===== config.mk =====
export PLATFORM = sky130hd
export DESIGN_NAME = tmr_sum_voter
export DESIGN_NICKNAME = d
export VERILOG_FILES = /design/src/rtl/tmr_sum_voter.sv
export SDC_FILE = /design/constraint.sdc
export NUM_CORES = 1
export LEC_CHECK = 0
export ABC_AREA = 1
export BUFFER_PORTS_ARGS = -buffer_cell sky130_fd_sc_hd__buf_2
export CORE_MARGIN = 8
export CORE_UTILIZATION = 59
export DETAILED_ROUTE_END_ITERATION = 7
export PLACE_DENSITY_LB_ADDON = 0.2
export SYNTH_ARGS = -nofsm -noshare
export SYNTH_HDL_FRONTEND = slang
export SYNTH_SLANG_ARGS = --single-unit

===== constraint.sdc =====
create_clock -name clk -period 2.2 [get_ports clk]
set_clock_uncertainty 0.05 [all_clocks]
set_input_delay 0 -clock clk [delete_from_list [all_inputs] [get_ports clk]]
set_output_delay 0 -clock clk [all_outputs]
set_load 0.02 [all_outputs]

===== src/rtl/tmr_sum_voter.sv =====
// Majority voter for three redundant adder lanes with per-lane fault tracking,
// TMR -> DMR degradation, and a registered valid/ready output stage.
module tmr_sum_voter #(
    parameter int WIDTH      = 4,
    parameter int FAIL_LIMIT = 3,
    parameter int CNT_W      = 8
) (
    input  logic             clk,
    input  logic             rst_n,
    input  logic             in_valid,
    output logic             in_ready,
    input  logic [WIDTH-1:0] sum_a,
    input  logic [WIDTH-1:0] sum_b,
    input  logic [WIDTH-1:0] sum_c,
    input  logic             cout_a,
    input  logic             cout_b,
    input  logic             cout_c,
    input  logic             clear_faults,
    output logic             out_valid,
    input  logic             out_ready,
    output logic [WIDTH-1:0] out_sum,
    output logic             out_cout,
    output logic             out_corrected,
    output logic             out_uncorrectable,
    output logic [2:0]       lane_faulty,
    output logic [CNT_W-1:0] err_cnt_a,
    output logic [CNT_W-1:0] err_cnt_b,
    output logic [CNT_W-1:0] err_cnt_c
);

    localparam int LW = WIDTH + 1;
    localparam logic [3:0] LIMIT = 4'(FAIL_LIMIT);

    typedef enum logic {S_TMR, S_DMR} state_t;

    state_t                state, state_nx;
    logic [2:0]            faulty_nx;
    logic [LW-1:0]         w [3];
    logic [3:0]            consec [3];
    logic [3:0]            consec_nx [3];
    logic [CNT_W-1:0]      err [3];
    logic [CNT_W-1:0]      err_nx [3];
    logic [LW-1:0]         vote;
    logic                  corr, unc, accept, found;
    logic [2:0]            mis;
    logic [1:0]            h0, h1;

    assign w[0] = {cout_a, sum_a};
    assign w[1] = {cout_b, sum_b};
    assign w[2] = {cout_c, sum_c};

    assign in_ready  = !out_valid || out_ready;
    assign accept    = in_valid && in_ready;
    assign err_cnt_a = err[0];
    assign err_cnt_b = err[1];
    assign err_cnt_c = err[2];

    always_comb begin
        state_nx  = state;
        faulty_nx = lane_faulty;
        consec_nx = consec;
        err_nx    = err;
        vote      = '0;
        corr      = 1'b0;
        unc       = 1'b0;
        mis       = '0;
        found     = 1'b0;
        h0        = 2'd0;
        h1        = 2'd1;
        case (state)
            S_TMR: begin
                vote = (w[0] & w[1]) | (w[0] & w[2]) | (w[1] & w[2]);
                for (int unsigned i = 0; i < 3; i++) mis[i] = (w[i] != vote);
                corr = |mis;
                if (accept) begin
                    for (int unsigned i = 0; i < 3; i++) begin
                        if (mis[i]) begin
                            if (err[i] != '1) err_nx[i] = err[i] + CNT_W'(1);
                            consec_nx[i] = consec[i] + 4'd1;
                        end else begin
                            consec_nx[i] = '0;
                        end
                    end
                    // simultaneous limit hits: only the lowest-index lane is retired
                    for (int unsigned i = 0; i < 3; i++) begin
                        if (!found && consec_nx[i] == LIMIT) begin
                            faulty_nx[i] = 1'b1;
                            found        = 1'b1;
                        end
                    end
                    if (found) begin
                        for (int unsigned i = 0; i < 3; i++) consec_nx[i] = '0;
                        state_nx = S_DMR;
                    end
                end
            end
            S_DMR: begin
                if (lane_faulty[0]) begin
                    h0 = 2'd1;
                    h1 = 2'd2;
                end else if (lane_faulty[1]) begin
                    h0 = 2'd0;
                    h1 = 2'd2;
                end
                vote = w[h0];
                if (w[h0] != w[h1]) begin
                    unc = 1'b1;
                    if (accept) begin
                        if (err[h0] != '1) err_nx[h0] = err[h0] + CNT_W'(1);
                        if (err[h1] != '1) err_nx[h1] = err[h1] + CNT_W'(1);
                    end
                end
                for (int unsigned i = 0; i < 3; i++) consec_nx[i] = '0;
            end
        endcase
        if (clear_faults) begin
            state_nx  = S_TMR;
            faulty_nx = '0;
            for (int unsigned i = 0; i < 3; i++) begin
                consec_nx[i] = '0;
                err_nx[i]    = '0;
            end
        end
    end

    always_ff @(posedge clk or negedge rst_n) begin
        if (!rst_n) begin
            state             <= S_TMR;
            lane_faulty       <= '0;
            out_valid         <= 1'b0;
            out_sum           <= '0;
            out_cout          <= 1'b0;
            out_corrected     <= 1'b0;
            out_uncorrectable <= 1'b0;
            for (int unsigned i = 0; i < 3; i++) begin
                consec[i] <= '0;
                err[i]    <= '0;
            end
        end else begin
            state       <= state_nx;
            lane_faulty <= faulty_nx;
            consec      <= consec_nx;
            err         <= err_nx;
            if (accept) begin
                out_valid         <= 1'b1;
                out_sum           <= vote[WIDTH-1:0];
                out_cout          <= vote[WIDTH];
                out_corrected     <= corr;
                out_uncorrectable <= unc;
            end else if (out_ready) begin
                out_valid <= 1'b0;
            end
        end
    end

endmodule


==> flow_summary.ini <==
[placement]
dpl_cell_area_sq_um = 4770
preCtsSetupSlack_ns = -0.0364
gp_congestion = 0.967
hpwl_microns = 9900
port_buffers = 55

[worst_setup_path]
startpoint_type = flip-flop
cp_slowest_cell = dfrtp_2
max_stage_delay_ns = 0.51
end_kind = flip-flop
crit_chain = nor2_4, buf_6, o21ai_4, inv_2, ha_4, nand2_4, nor2_4, nand2_4, nand2_8, buf_6, buf_4, nand2_2, nand3_2, nand3_1, nand2_1
worstPathRequired_ns = 2.42
crit_family = simple AND/OR/NAND/NOR gates
crit_buf_inv = 4
crit_path_max_fanout = 6
crit_arrival_ns = 2.45
crit_type = reg2reg

[die]
die_x_microns = 101
placementRows = 31
io_pins = 56
core_area_sq_um = 7100
die-height_microns = 101
initial_core_util_pct = 59.9
die_area_sq_um = 10200

[grt]
grt_max_degree = 32
grt_pass1_vias = 4609
grt_pass1_wl_microns = 21800
grt.overflow.total = 0
antenna_found_initial = 0
grt_util_all_layers_pct = 26.3

[synth]
synth_cell_types = 38
synth_area_leaders = dfrtp_1 28%, nand2_1 22%, nand3_1 9.5%
synth_edf_count = 0
yosys.area.top_type = dfrtp_1
synthTopCellsByCount = 252 x nand2_1, 81 x nand3_1, 72 x inv_1, 60 x nor2_1, 48 x dfrtp_1
synthFlopType = dfrtp_1
synth.ff_latch_count = 48
netlist_instances = 694
yosysMostFrequentCell = nand2_1
syn_nets = 722
seq_area_frac_synth_pct = 28.2
synth_top_area_share_pct = 28.2
ys_async_sr_fraction_pct = 100
yosys_warnings = 0
syn_area_sq_um = 4250
avgSynthCellArea_sq_um = 6.13

[finish]
register_area_sq_um = 1200
n_fill_cell = 568
postLayoutCellArea_sq_um = 5480
multiInputGateArea_sq_um = 2900
layout.nets = 829
layout-drive-gt1-share_pct = 24.4
diodes = 0
area_delta_synth_final_pct = 28.8
finish.utilization_pct = 77.2

[route]
drt_iter0_markers = 480
ant_nets = 0
routed-wl-met3_microns = 1480
drc = 0
met2_length_microns = 6840
dr.pass1.iters = 5
routedWlPerCell_microns = 16.2
routedLengthMet1_microns = 5740
vias_per_cell = 5.83
vias = 5250
routed_wirelength_microns = 14600
top_layer = met4

[sta]
max_clock_freq_ghz = 0.448
tns_ns = -0.0416
finalSetupViolCount = 2
post-route-min-period_ns = 2.23
worst_slew_pin_slew_ns = 0.640
hold_viol = 0
rsz0062_at_grt = true
drv_slew = 0
finalCritPeriodShare_pct = 101
worst_slack_ns = -0.0311
hold_ws_ns = 0.0333
relSlewSlack_pct = 57.3

[power_and_ir_drop]
p_seq_share_pct = 27.9
power_density_nw_per_um2 = 893
combinationalPowerShare_pct = 57.9
switching_share_pct = 48.9
p_sw_uw = 2390
power.leakage_uw = 0.00290
clkPwrFrac_pct = 14.2
internal_power_uw = 2500
vdd_drop_max_mv = 0.485

[clock_tree]
path_clk_slew_ns = 0.11
root_buffer = clkbuf_8
htree_levels = 2
cts_buffers = 5
cts_sinks = 48
clock_path_buffers = 2
clock_latency_ns = 0.32
cts_tree = yes

[status]
status = finished, violations left
violations = negative setup slack

[min_path]
min_path_type = in2reg

[flow_run]
maxCapViolCount = 0
-- registers in the layout, summed over array words and instances, names as in the netlist, 3 cells and up --
register,cells
lane_faulty,3
consec,12
err_cnt_c,8
out_sum,4
err_cnt_a,8
err_cnt_b,8
-- cell usage in the layout, fill, tap and decap left out, types with 2 or more instances in the layout --
| cell | n |
|---|---|
| xnor2_1 | 3 |
| nor2_2 | 6 |
| a21oi_1 | 27 |
| nand2_4 | 9 |
| nand3_1 | 80 |
| nand3_2 | 2 |
| or2_2 | 3 |
| nor2_1 | 57 |
| buf_12 | 2 |
| xor2_1 | 13 |
| inv_1 | 69 |
| o221ai_1 | 2 |
| inv_2 | 7 |
| nand4_1 | 10 |
| ha_1 | 6 |
| o21ai_1 | 6 |
| nand2_8 | 2 |
| ha_4 | 2 |
| dfrtp_1 | 45 |
| nor3_1 | 7 |
| o21ai_0 | 24 |
| clkbuf_8 | 5 |
| nor2_4 | 8 |
| and2_1 | 2 |
| o211ai_1 | 4 |
| dfrtp_2 | 3 |
| o21ai_4 | 5 |
| nand3b_1 | 4 |
| nand2_2 | 18 |
| o21bai_1 | 2 |
| buf_6 | 9 |
| buf_4 | 45 |
| dlygate4sd3_1 | 3 |
| nand2_1 | 237 |
| buf_2 | 55 |
| o21ai_2 | 3 |
| nand3_4 | 2 |
| clkbuf_16 | 2 |
-- routing by layer --
layer	track usage (%)	up-vias
met5	0	-
met4	8.71	0
met1	33.2	2418
li1	-	2447
met3	4.56	62
met2	44.2	323
-- path summary, 6_finish.rpt --
path / from / end / slack, ns / depth (start not counted)
worst max-delay path: lane_faulty[0] / err_cnt_b[6] / -0.03 / 15
worst min-delay path: sum_c[1] / out_sum[1] / 0.03 / 3
worst max register to register: lane_faulty[0] / err_cnt_b[6] / -0.03 / 15
worst min register to register: out_sum[1] / out_sum[1] / 0.45 / 2
max in group asynchronous: rst_n / err_cnt_c[0] / 1.24 / 3
min in group asynchronous: rst_n / err_cnt_b[2] / 0.19 / 2
-- logic make-up after synthesis --
kind of cell	after synthesis	share of synthesized area, %
AND/OR/NAND/NOR	449	46.5
buffers and inverters	94	9.06
AO/OA/AOI/OAI	79	10.5
flip-flops	48	28.2
XOR/XNOR	16	3.30
adder cells (fa/ha/maj)	8	2.35
-- power by group through the flow --
stage          Sequential (uW)  Clock, uW  Combinational (uW)
2_1_floorplan             1500          0                1390
3_3_place_gp              1350          0                2310
3_5_place_dp              1350          0                2330
4_1_cts                   1340        699                2360
5_1_grt                   1400        725                3080
6_report                  1360        696                2830
-- worst min-delay path, stage by stage --
cell and delay [ns]:
buf_2 0.14, a21oi_1 0.08, o221ai_1 0.14
-- cell type report --
cell class	instances	area share (%)
multi-input combinational	552	52.9
sequential	48	22.0
timing repair buffer	116	15.2
inverter	78	5.48
tap	99	2.26
clock buffer	5	1.26
clock inverter	3	0.845
-- through the flow --
stage,power (uW),std cells
finish,4890,901
global route,5210,901
CTS,4390,869
detailed placement,3690,858
global placement,3650,858
floorplan,2890,694
-- what timing repair did --
action,in CTS,in global routing
cloned,0,3
resized for setup,3,74
endpoints found under the setup margin,7,24
hold endpoints to repair,27,0
setup buffers,0,30
pin swaps,0,27
hold buffers,3,0
(Power assumes the default switching activity.)
